**src/rtl/output_sr_pkg.sv**
```systemverilog
// output_sr_pkg
// Shared constants and helpers for the output shift buffer.
//   DWIDTH_DEF / LANES_DEF / DEPTH_DEF : default geometry (16-bit words, 2 lanes, 8 entries)
//   PTR_W_DEF / CNT_W_DEF              : pointer and occupancy widths for the defaults
//   ptr_width()                        : pointer width for an arbitrary depth (min 1 bit)
//   write_fits()                       : all-or-nothing write acceptance test
package output_sr_pkg;

    localparam int unsigned DWIDTH_DEF = 16;
    localparam int unsigned LANES_DEF  = 2;
    localparam int unsigned DEPTH_DEF  = 8;
    localparam int unsigned PTR_W_DEF  = $clog2(DEPTH_DEF);
    localparam int unsigned CNT_W_DEF  = $clog2(DEPTH_DEF + 1);

    // A depth of 1 still needs a one-bit pointer so the array index is legal.
    function automatic int unsigned ptr_width(input int unsigned depth);
        return (depth > 1) ? $clog2(depth) : 1;
    endfunction

    // Occupancy used here is the value at the start of the cycle, so a
    // same-cycle pop never creates room for the write.
    function automatic logic write_fits(input int unsigned count_pre,
                                        input int unsigned n,
                                        input int unsigned lanes,
                                        input int unsigned depth);
        return (n <= lanes) && ((count_pre + n) <= depth);
    endfunction

endpackage

```
**src/rtl/output_sr_mem.sv**
```systemverilog
// output_sr_mem
// DEPTH x DWIDTH storage with LANES independent write ports and one
// registered read port. Stored words are never reset; only the read
// register is.
//   clk, reset : clock, asynchronous active-high reset (read register only)
//   wr_en      : per-lane write enable
//   wr_addr    : per-lane write address, lane k at [k*PTR_W +: PTR_W]
//   wr_data    : per-lane write data, lane k at [k*DWIDTH +: DWIDTH]
//   rd_en      : load rd_data from rd_addr on the next rising edge
//   rd_addr    : read address
//   rd_data    : registered read data, holds when rd_en is low
module output_sr_mem
    import output_sr_pkg::*;
#(
    parameter int unsigned DWIDTH = DWIDTH_DEF,
    parameter int unsigned LANES  = LANES_DEF,
    parameter int unsigned DEPTH  = DEPTH_DEF,
    parameter int unsigned PTR_W  = PTR_W_DEF
) (
    input  logic                      clk,
    input  logic                      reset,
    input  logic [LANES-1:0]          wr_en,
    input  logic [LANES*PTR_W-1:0]    wr_addr,
    input  logic [LANES*DWIDTH-1:0]   wr_data,
    input  logic                      rd_en,
    input  logic [PTR_W-1:0]          rd_addr,
    output logic [DWIDTH-1:0]         rd_data
);

    logic [DWIDTH-1:0] mem_q [DEPTH];
    logic [DWIDTH-1:0] rd_data_q;

    // Lane addresses are always distinct when enabled together, so the
    // order of the loop never matters.
    always_ff @(posedge clk) begin
        for (int unsigned k = 0; k < LANES; k++) begin
            if (wr_en[k]) begin
                mem_q[wr_addr[k*PTR_W +: PTR_W]] <= wr_data[k*DWIDTH +: DWIDTH];
            end
        end
    end

    always_ff @(posedge clk or posedge reset) begin
        if (reset) begin
            rd_data_q <= '0;
        end else if (rd_en) begin
            rd_data_q <= mem_q[rd_addr];
        end
    end

    assign rd_data = rd_data_q;

endmodule

```
**src/rtl/output_sr_param.sv**
```systemverilog
// output_sr_param
// Output shift buffer for the CGRA tile output path: accepts up to LANES
// words per cycle (lane 0 first), stores them in a DEPTH-entry circular
// buffer and drains one word per read request in arrival order.
//   clk, reset : clock, asynchronous active-high reset
//   data_in    : packed write words, lane k at [k*DWIDTH +: DWIDTH]
//   wr_cnt     : number of lanes to push (0 = none); >LANES is rejected
//   ren        : pop request
//   data_out   : registered popped word, holds when no pop is accepted
//   valid      : data_out was loaded by a pop on the previous cycle
//   avail      : buffer non-empty
//   full       : a max-size write can no longer be guaranteed
//   count      : current occupancy
// Optional feature macro OUTPUT_SR_OVF_EN adds:
//   ovf        : sticky flag, set the cycle after a rejected non-zero write
//   ovf_clr    : clears ovf (wins over a same-cycle set)
module output_sr_param
    import output_sr_pkg::*;
#(
    parameter int unsigned DWIDTH = DWIDTH_DEF,
    parameter int unsigned LANES  = LANES_DEF,
    parameter int unsigned DEPTH  = DEPTH_DEF
) (
    input  logic                          clk,
    input  logic                          reset,
    input  logic [LANES*DWIDTH-1:0]       data_in,
    input  logic [$clog2(LANES+1)-1:0]    wr_cnt,
    input  logic                          ren,
    output logic [DWIDTH-1:0]             data_out,
    output logic                          valid,
    output logic                          avail,
    output logic                          full,
    output logic [$clog2(DEPTH+1)-1:0]    count
`ifdef OUTPUT_SR_OVF_EN
    ,
    output logic                          ovf,
    input  logic                          ovf_clr
`endif
);

    localparam int unsigned PTR_W = ptr_width(DEPTH);
    localparam int unsigned CNT_W = $clog2(DEPTH + 1);

    logic [CNT_W-1:0]       count_q, count_d;
    logic [PTR_W-1:0]       wp_q, wp_d;
    logic [PTR_W-1:0]       rp_q, rp_d;
    logic                   valid_q;
    logic                   wr_accept;
    logic                   rd_accept;
    int unsigned            cnt_u;
    int unsigned            wc_u;
    logic [LANES-1:0]       lane_wr_en;
    logic [LANES*PTR_W-1:0] lane_wr_addr;

    always_comb begin
        cnt_u     = 32'(count_q);
        wc_u      = 32'(wr_cnt);
        wr_accept = write_fits(cnt_u, wc_u, LANES, DEPTH);
        rd_accept = ren && (count_q != '0);
        count_d   = CNT_W'(cnt_u - (rd_accept ? 32'd1 : 32'd0) + (wr_accept ? wc_u : 32'd0));
        wp_d      = wr_accept ? PTR_W'((32'(wp_q) + wc_u) % DEPTH) : wp_q;
        rp_d      = rd_accept ? PTR_W'((32'(rp_q) + 32'd1) % DEPTH) : rp_q;
    end

    // Lane k lands at (wp + k) mod DEPTH, so a burst straddling the end of
    // the array keeps its order.
    for (genvar gi = 0; gi < LANES; gi++) begin : g_lane
        assign lane_wr_en[gi] = wr_accept && (32'(gi) < wc_u);
        assign lane_wr_addr[gi*PTR_W +: PTR_W] = PTR_W'((32'(wp_q) + 32'(gi)) % DEPTH);
    end

    output_sr_mem #(
        .DWIDTH (DWIDTH),
        .LANES  (LANES),
        .DEPTH  (DEPTH),
        .PTR_W  (PTR_W)
    ) u_mem (
        .clk     (clk),
        .reset   (reset),
        .wr_en   (lane_wr_en),
        .wr_addr (lane_wr_addr),
        .wr_data (data_in),
        .rd_en   (rd_accept),
        .rd_addr (rp_q),
        .rd_data (data_out)
    );

    always_ff @(posedge clk or posedge reset) begin
        if (reset) begin
            count_q <= '0;
            wp_q    <= '0;
            rp_q    <= '0;
            valid_q <= 1'b0;
        end else begin
            count_q <= count_d;
            wp_q    <= wp_d;
            rp_q    <= rp_d;
            valid_q <= rd_accept;
        end
    end

`ifdef OUTPUT_SR_OVF_EN
    logic ovf_q;

    always_ff @(posedge clk or posedge reset) begin
        if (reset) begin
            ovf_q <= 1'b0;
        end else if (ovf_clr) begin
            ovf_q <= 1'b0;
        end else if ((wc_u != 0) && !wr_accept) begin
            ovf_q <= 1'b1;
        end
    end

    assign ovf = ovf_q;
`endif

    assign valid = valid_q;
    assign count = count_q;
    assign avail = (count_q != '0);
    assign full  = ((32'(count_q) + LANES) > DEPTH);

endmodule

```
**config.mk**
```make
export PLATFORM = sky130hd
export DESIGN_NAME = output_sr_param
export DESIGN_NICKNAME = d
export VERILOG_FILES = /design/src/rtl/output_sr_pkg.sv /design/src/rtl/output_sr_mem.sv /design/src/rtl/output_sr_param.sv
export SDC_FILE = /design/constraint.sdc
export NUM_CORES = 1
export LEC_CHECK = 0
export CORE_ASPECT_RATIO = 1.5
export CORE_UTILIZATION = 53
export CTS_CLUSTER_DIAMETER = 200
export DETAILED_ROUTE_END_ITERATION = 10
export HOLD_SLACK_MARGIN = 0.08
export PLACE_DENSITY = 0.73
export SYNTH_ARGS = -nofsm -noshare
export SYNTH_HDL_FRONTEND = slang
export SYNTH_HIERARCHICAL = 1
export SYNTH_SLANG_ARGS = --single-unit
```
**constraint.sdc**
```tcl
create_clock -name clk -period 3.47 [get_ports clk]
set_clock_uncertainty 0.1 [all_clocks]
set_input_delay 0.694 -clock clk [delete_from_list [all_inputs] [get_ports clk]]
set_output_delay 0.694 -clock clk [all_outputs]
set_load 0.03 [all_outputs]
```
Word level (Yosys, flattened, before mapping)
Memories as Yosys holds them, arrays and structs flattened. A register that Yosys moved wholly into a read port is not among the register bits. Index checks and enable logic that the tools add are counted.

Memories: 1. Output and inout port bits: 23. Flip-flop bits (word level): 11. Bits in writable memories: 128. Word-level logic and storage cells: 28. Input port bits: 37.

Mux-type cells: 6. Add/subtract/negate cells: 7. Reduce and logical (&&, ||, !) cells: 5. Magnitude comparators: 5.

Memory list: u_mem.mem_q (words 8, bits a word 16, rd ports 1, clocked after memory_dff 1, wr ports 2, line output_sr_mem.sv:30) `logic [DWIDTH-1:0] mem_q [DEPTH];`.

Operator list (number): $add A3 B1 Y3 const B (2); $add A4 B2 Y5 (1); $add A4 B2 Y5 const B (1); $gt A5 B4 Y1 const B (1); $le A5 B4 Y1 const B (1); $mux W1 (5); $add A4 B3 Y4 (1); $logic_and A1 B1 Y1 (4); $lt A1 B2 Y1 const A (2); $reduce_bool A4 Y1 (1); $sub A4 B1 Y4 (1); $add A3 B2 Y3 (1); $le A2 B2 Y1 const B (1); $mux W2 (1).

Longest topological paths before layout
Gate-level depths: netlist (run 1).

Depth in word-level cells: 6. Gate-level depth with buffers: 12. Mapped depth without buffers: 12.

Modules after synthesis
Netlist (run 1), hierarchy kept.

By module, submodules not included: output_sr_mem (area an instance 7335.8 um2, times used 1, sequential area each 4244.1 um2, cells each 481); output_sr_param (area an instance 812.0 um2, times used 1, sequential area each 275.3 um2, cells each 72).

Worst setup path after synthesis (run 1)
No wires, ideal clock.

Path type: input to register. Start point: input port wr_cnt[0]. End point: memory u_mem/mem_q[5][0] in the netlist's numbering, enable pin. Cell stages on the path: 8. Setup time: 411 ps. Arrival time: 3488 ps. Required time: 2959 ps. Buffers on the path: 0. Path slack: -529 ps. Path through: ha_1 -> fa_1 -> xor2_1 -> or3_4 -> a21oi_4 -> o21a_1 -> nand2b_1 -> o21ai_0.

RTL lines: start: declaration (line output_sr_param.sv:27) `input logic [$clog2(LANES+1)-1:0] wr_cnt,`; end: declaration (line output_sr_mem.sv:30).

Final worst setup path (run 1)
Start point: input port wr_cnt[1]. End point: register count_q[3], in the netlist count[3].

Longest elaborated chain between the ends: 5. Elaborated cells on any way between the ends: 6. Those cells by class: add/sub (2); order compare (2); mux (1); reduce/logical (1).

Ends and longest elaborated chain: $add A4 B2 Y5 (line output_sr_pkg.sv:26) `return (n <= lanes) && ((count_pre + n) <= depth);`; $le A5 B4 Y1 (line output_sr_pkg.sv:26); $logic_and A1 B1 Y1 (line output_sr_pkg.sv:26); $mux W2 (*) (line output_sr_param.sv:60) `count_d = CNT_W'(cnt_u - (rd_accept ? 32'd1 : 32'd0) + (wr_accept ? wc_u : 32'd0));`; $add A4 B3 Y4 (*) (line output_sr_param.sv:60); named net count_d[3] (line output_sr_param.sv:44) `logic [CNT_W-1:0] count_q, count_d;`; end signal: assignment (line output_sr_param.sv:95) `count_q <= count_d;`; end: declaration (line output_sr_param.sv:44).

The timed path passes the listed nets; every way through them passes the cells marked *. A chain may end at the register's enable or synchronous reset.

==> key figures, run 1 <==
Status
  – Result of the run: complete, no violations

Global route
  – Number of antenna violations at the first check in global routing: 0
  – Via count of the first global-routing pass: between 5k and 6k
  – First-pass GRT wire length: 30.6 mm
  – Pin count of the biggest net entering global routing: between 40 and 50
  – GRT Overall Usage: 27.0%
  – Congestion Overflow GR: 0

Run
  – Total of max-cap violations: 0

Cells and area
  – Multi-input logic area: 3430 um2
  – Register area: 4520 um2
  – Synth-to-layout area growth: 24.1%
  – Antenna diode count: 0
  – Share of layout cells above drive strength 1: 36.7%
  – Fillers: approximately 1.0k
  – Post-layout net count: slightly above 700

Placed design
  – Half-perimeter wire length after placement: ~14 mm
  – Final weighted congestion in routability-driven placement: 0.803
  – Input/output buffers: a little under 60
  – Setup slack after placement: -0.379 ns

Synth
  – Cell taking the most area after synthesis: sky130_fd_sc_hd__edfxtp_1
  – Avg Inst Size Synth: 14.7 um2
  – Number of synthesis warnings: 6
  – Post-synth ARST share: between 10% and 20%
  – Flip-flop cell with the highest count after synthesis: sky130_fd_sc_hd__edfxtp_1
  – Net count after synthesis: roughly 600
  – Synthesized instance count: roughly 550
  – Part of the Yosys area used for sequential elements: 55.5%
  – Largest cells by area after synthesis: sky130_fd_sc_hd__edfxtp_1 47%, sky130_fd_sc_hd__mux2_2 18%, sky130_fd_sc_hd__dfrtp_1 8.3%
  – Number of distinct standard cells referenced by the synthesized netlist: 47
  – Number of enable flip-flop cells after synthesis: roughly 130
  – Post-synthesis register bit count: about 160
  – Area share of the leading cell type in the synthesized netlist: 47.2%
  – Cell Area, Synth: roughly 8100 um2

Pwr
  – Portion of total power attributed to combinational logic: a little over two fifths
  – Switching power: 3.14 mW
  – Cell Int Power: about 5.8 mW
  – Share of total power in sequential cells: between 30% and 40%
  – Part of the total power dissipated in the clock network: between 20% and 30%
  – Power Density: 881 nW/um2
  – Total leakage power: roughly 3.8 nW
  – Sw frac: a little over a third
  – Maximum vdd ir drop: around 0.77 mV

Worst hold path
  – Hold WC Path Type: flop to flop

Critical path
  – CP arrival: ~3.5 ns
  – Nature of the critical path startpoint: input port
  – Largest driver fanout on the critical path: 4
  – Kind of critical path: input port to flop
  – Crit path required time: roughly 3.7 ns
  – Crit. End Element: flop

Route
  – Routed via count divided by cell count: ~6
  – Overall via count from detail_route: a little over 5k
  – Initial DRC count: around 200
  – Total detailed-routing wirelength: 20.1 mm
  – Detailed-route DRC error count: 0
  – Antenna violation net count after detailed routing: 0
  – Wirelength per Cell: around 23 um
  – 1st-pass router iterations: 5

Clock network
  – Clock-pin slew on the worst setup and hold paths: 0.06 ns
  – Number of buffers inserted by post-CTS setup repair: 0
  – CTS H-tree lvls: 4
  – Clock Path Buffers: 2
  – Clock tree from TritonCTS: built
  – Clock insertion delay at the later pin of the skew report: around 0.42 ns
  – Cts bufs inserted: 17
  – Clock root cell: sky130_fd_sc_hd__clkbuf_16
  – Number of sinks handled by clock tree synthesis: about 160

Timing
  – Setup repair after global routing missed its margin: false
  – Highest achievable clock rate: around 0.30 GHz
  – Tightest slew margin relative to the limit: a little under a third
  – Setup slack after layout: around 0.17 ns
  – Final count of hold timing violations: 0
  – Setup violation total in the final timing report: 0
  – Crit share post-route: 95.0%
  – Minimum period implied by the final worst setup slack: around 3.3 ns
  – Final max-slew violation count: 0
  – Worst hold margin: ~0.5 ns
  – Least-Margin Pin Slew: 1.03 ns
  – Setup TNS: 0 ns

Floorplan
  – Core Box Area: between 15000 and 20000 um2
  – Area of the die: 15900 um2
  – # IOs: 60
  – Number of standard-cell rows in the floorplan: 55
  – Die Y: around 150 um
  – Starting utilization of the core area: roughly 54%
  – Width of the die: 103 um
-- worst max-delay path, stage by stage --
cell and delay [ns]:
sky130_fd_sc_hd__clkdlybuf4s50_1 0.46, sky130_fd_sc_hd__fa_2 0.42, sky130_fd_sc_hd__xor2_1 0.15, sky130_fd_sc_hd__or3_4 0.36
sky130_fd_sc_hd__a21oi_4 0.13, sky130_fd_sc_hd__buf_4 0.14, sky130_fd_sc_hd__nand2_1 0.05, sky130_fd_sc_hd__ha_1 0.29
sky130_fd_sc_hd__inv_1 0.05, sky130_fd_sc_hd__ha_1 0.29, sky130_fd_sc_hd__a21o_1 0.15, sky130_fd_sc_hd__a21oi_1 0.17
sky130_fd_sc_hd__xor2_1 0.17
-- area by class of cell --
cell class,count,area share [%]
Sequential cell,155,44.7
Multi-Input combinational cell,350,33.9
Timing Repair Buffer,120,12.0
Clock buffer,19,4.28
Tap cell,199,2.46
Clock inverter,13,2.14
Inverter,13,0.482
-- synth_stat cells, types with 12 or more instances --
library cell	n
sky130_fd_sc_hd__a211o_1	16
sky130_fd_sc_hd__a22oi_1	16
sky130_fd_sc_hd__a41o_1	16
sky130_fd_sc_hd__buf_2	12
sky130_fd_sc_hd__dfrtp_1	27
sky130_fd_sc_hd__edfxtp_1	128
sky130_fd_sc_hd__ha_1	13
sky130_fd_sc_hd__inv_1	13
sky130_fd_sc_hd__mux2_2	127
sky130_fd_sc_hd__mux2i_1	48
sky130_fd_sc_hd__nand3_1	17
sky130_fd_sc_hd__nor2b_1	33
-- cell usage in the layout, fill, tap and decap left out, drive strengths merged, types with 3 or more instances in the layout --
| cell | count |
|---|---|
| nand3 | 19 |
| clkbuf | 19 |
| fa | 3 |
| a21oi | 3 |
| clkdlybuf4s50 | 58 |
| mux2i | 48 |
| a41o | 16 |
| ha | 13 |
| a211o | 16 |
| mux2 | 131 |
| clkinv | 3 |
| inv | 16 |
| nor2b | 35 |
| nand2b | 6 |
| bufinv | 5 |
| xor2 | 5 |
| xnor2 | 3 |
| o21ai | 5 |
| nand2 | 7 |
| buf | 61 |
| dfrtp | 27 |
| and2 | 3 |
| nor3 | 5 |
| edfxtp | 128 |
| a22oi | 16 |
-- logic make-up (layout without fill, tap and decap cells) --
family          count (synthesis)  after routing  share of synthesized area [%]
mux                           179            179                           24.1
flops                         155            155                           55.5
simple gates                   83             83                           6.82
compound gates                 64             64                           6.62
buf+inv                        48            165                           3.36
fa+ha+maj                      16             16                           2.73
xor+xnor                        8              8                          0.860
-- stage by stage --
stage	cells	utilization [%]	total power, mW	cell area, um2
after floorplan	553	-	5.43	8230
after global placement	837	62.8	6.76	9460
after detailed placement	837	62.8	6.90	9460
after CTS	869	67.1	8.95	10100
after global routing	869	67.1	9.31	10100
final	869	67.1	8.91	10100
-- routing by layer --
layer / up-vias / global-route usage, % / share of wire [%]
met5: - / 0 / 0
met4: 0 / 14.3 / 4.7
met3: 60 / 4.14 / 4.0
met2: 171 / 47.3 / 53
met1: 2609 / 31.2 / 38
li1: 2352 / - / -
-- sequential cells by signal (all words and copies together) (netlist names) --
| register | cells |
|---|---|
| u_mem/rd_data | 16 |
| wp_q | 3 |
| u_mem/mem_q | 128 |
| valid | 1 |
| rp_q | 3 |
| count | 4 |
-- power by group through the flow --
stage	clock [mW]	combinational [mW]	sequential, mW
2_1_floorplan	0	2.32	3.11
5_1_grt	2.13	4.06	3.11
6_report	2.03	3.83	3.06
3_3_place_gp	0	3.70	3.07
4_1_cts	2.06	3.84	3.06
3_5_place_dp	0	3.81	3.09
-- worst paths after layout --
check | from | endpoint | slack, ns | cells past startpoint
max reg2reg | count[0] | count[3] | 0.37 | 13
max in group asynchronous | reset | u_mem/rd_data[3] | 1.85 | 2
min | u_mem/rd_data[14] | u_mem/rd_data[14] | 0.50 | 2
min reg2reg | u_mem/rd_data[14] | u_mem/rd_data[14] | 0.50 | 2
min in group asynchronous | reset | count[3] | 0.54 | 2
max | wr_cnt[1] | count[3] | 0.17 | 13
-- what timing repair did --
item | CTS | global route
setup endpoints to repair | 0 | 25
gates resized for setup | 0 | 1
hold buffers | 0 | 0
Note: power is estimated with default switching activity, not from simulation.
==> inputs of run 2 (changes only) <==
- CAP_MARGIN: not set -> 20
- GPL_ROUTABILITY_DRIVEN: not set -> 0
==> results of run 2 <==
Final layout, timing and power as in run 1 (identical DEF).
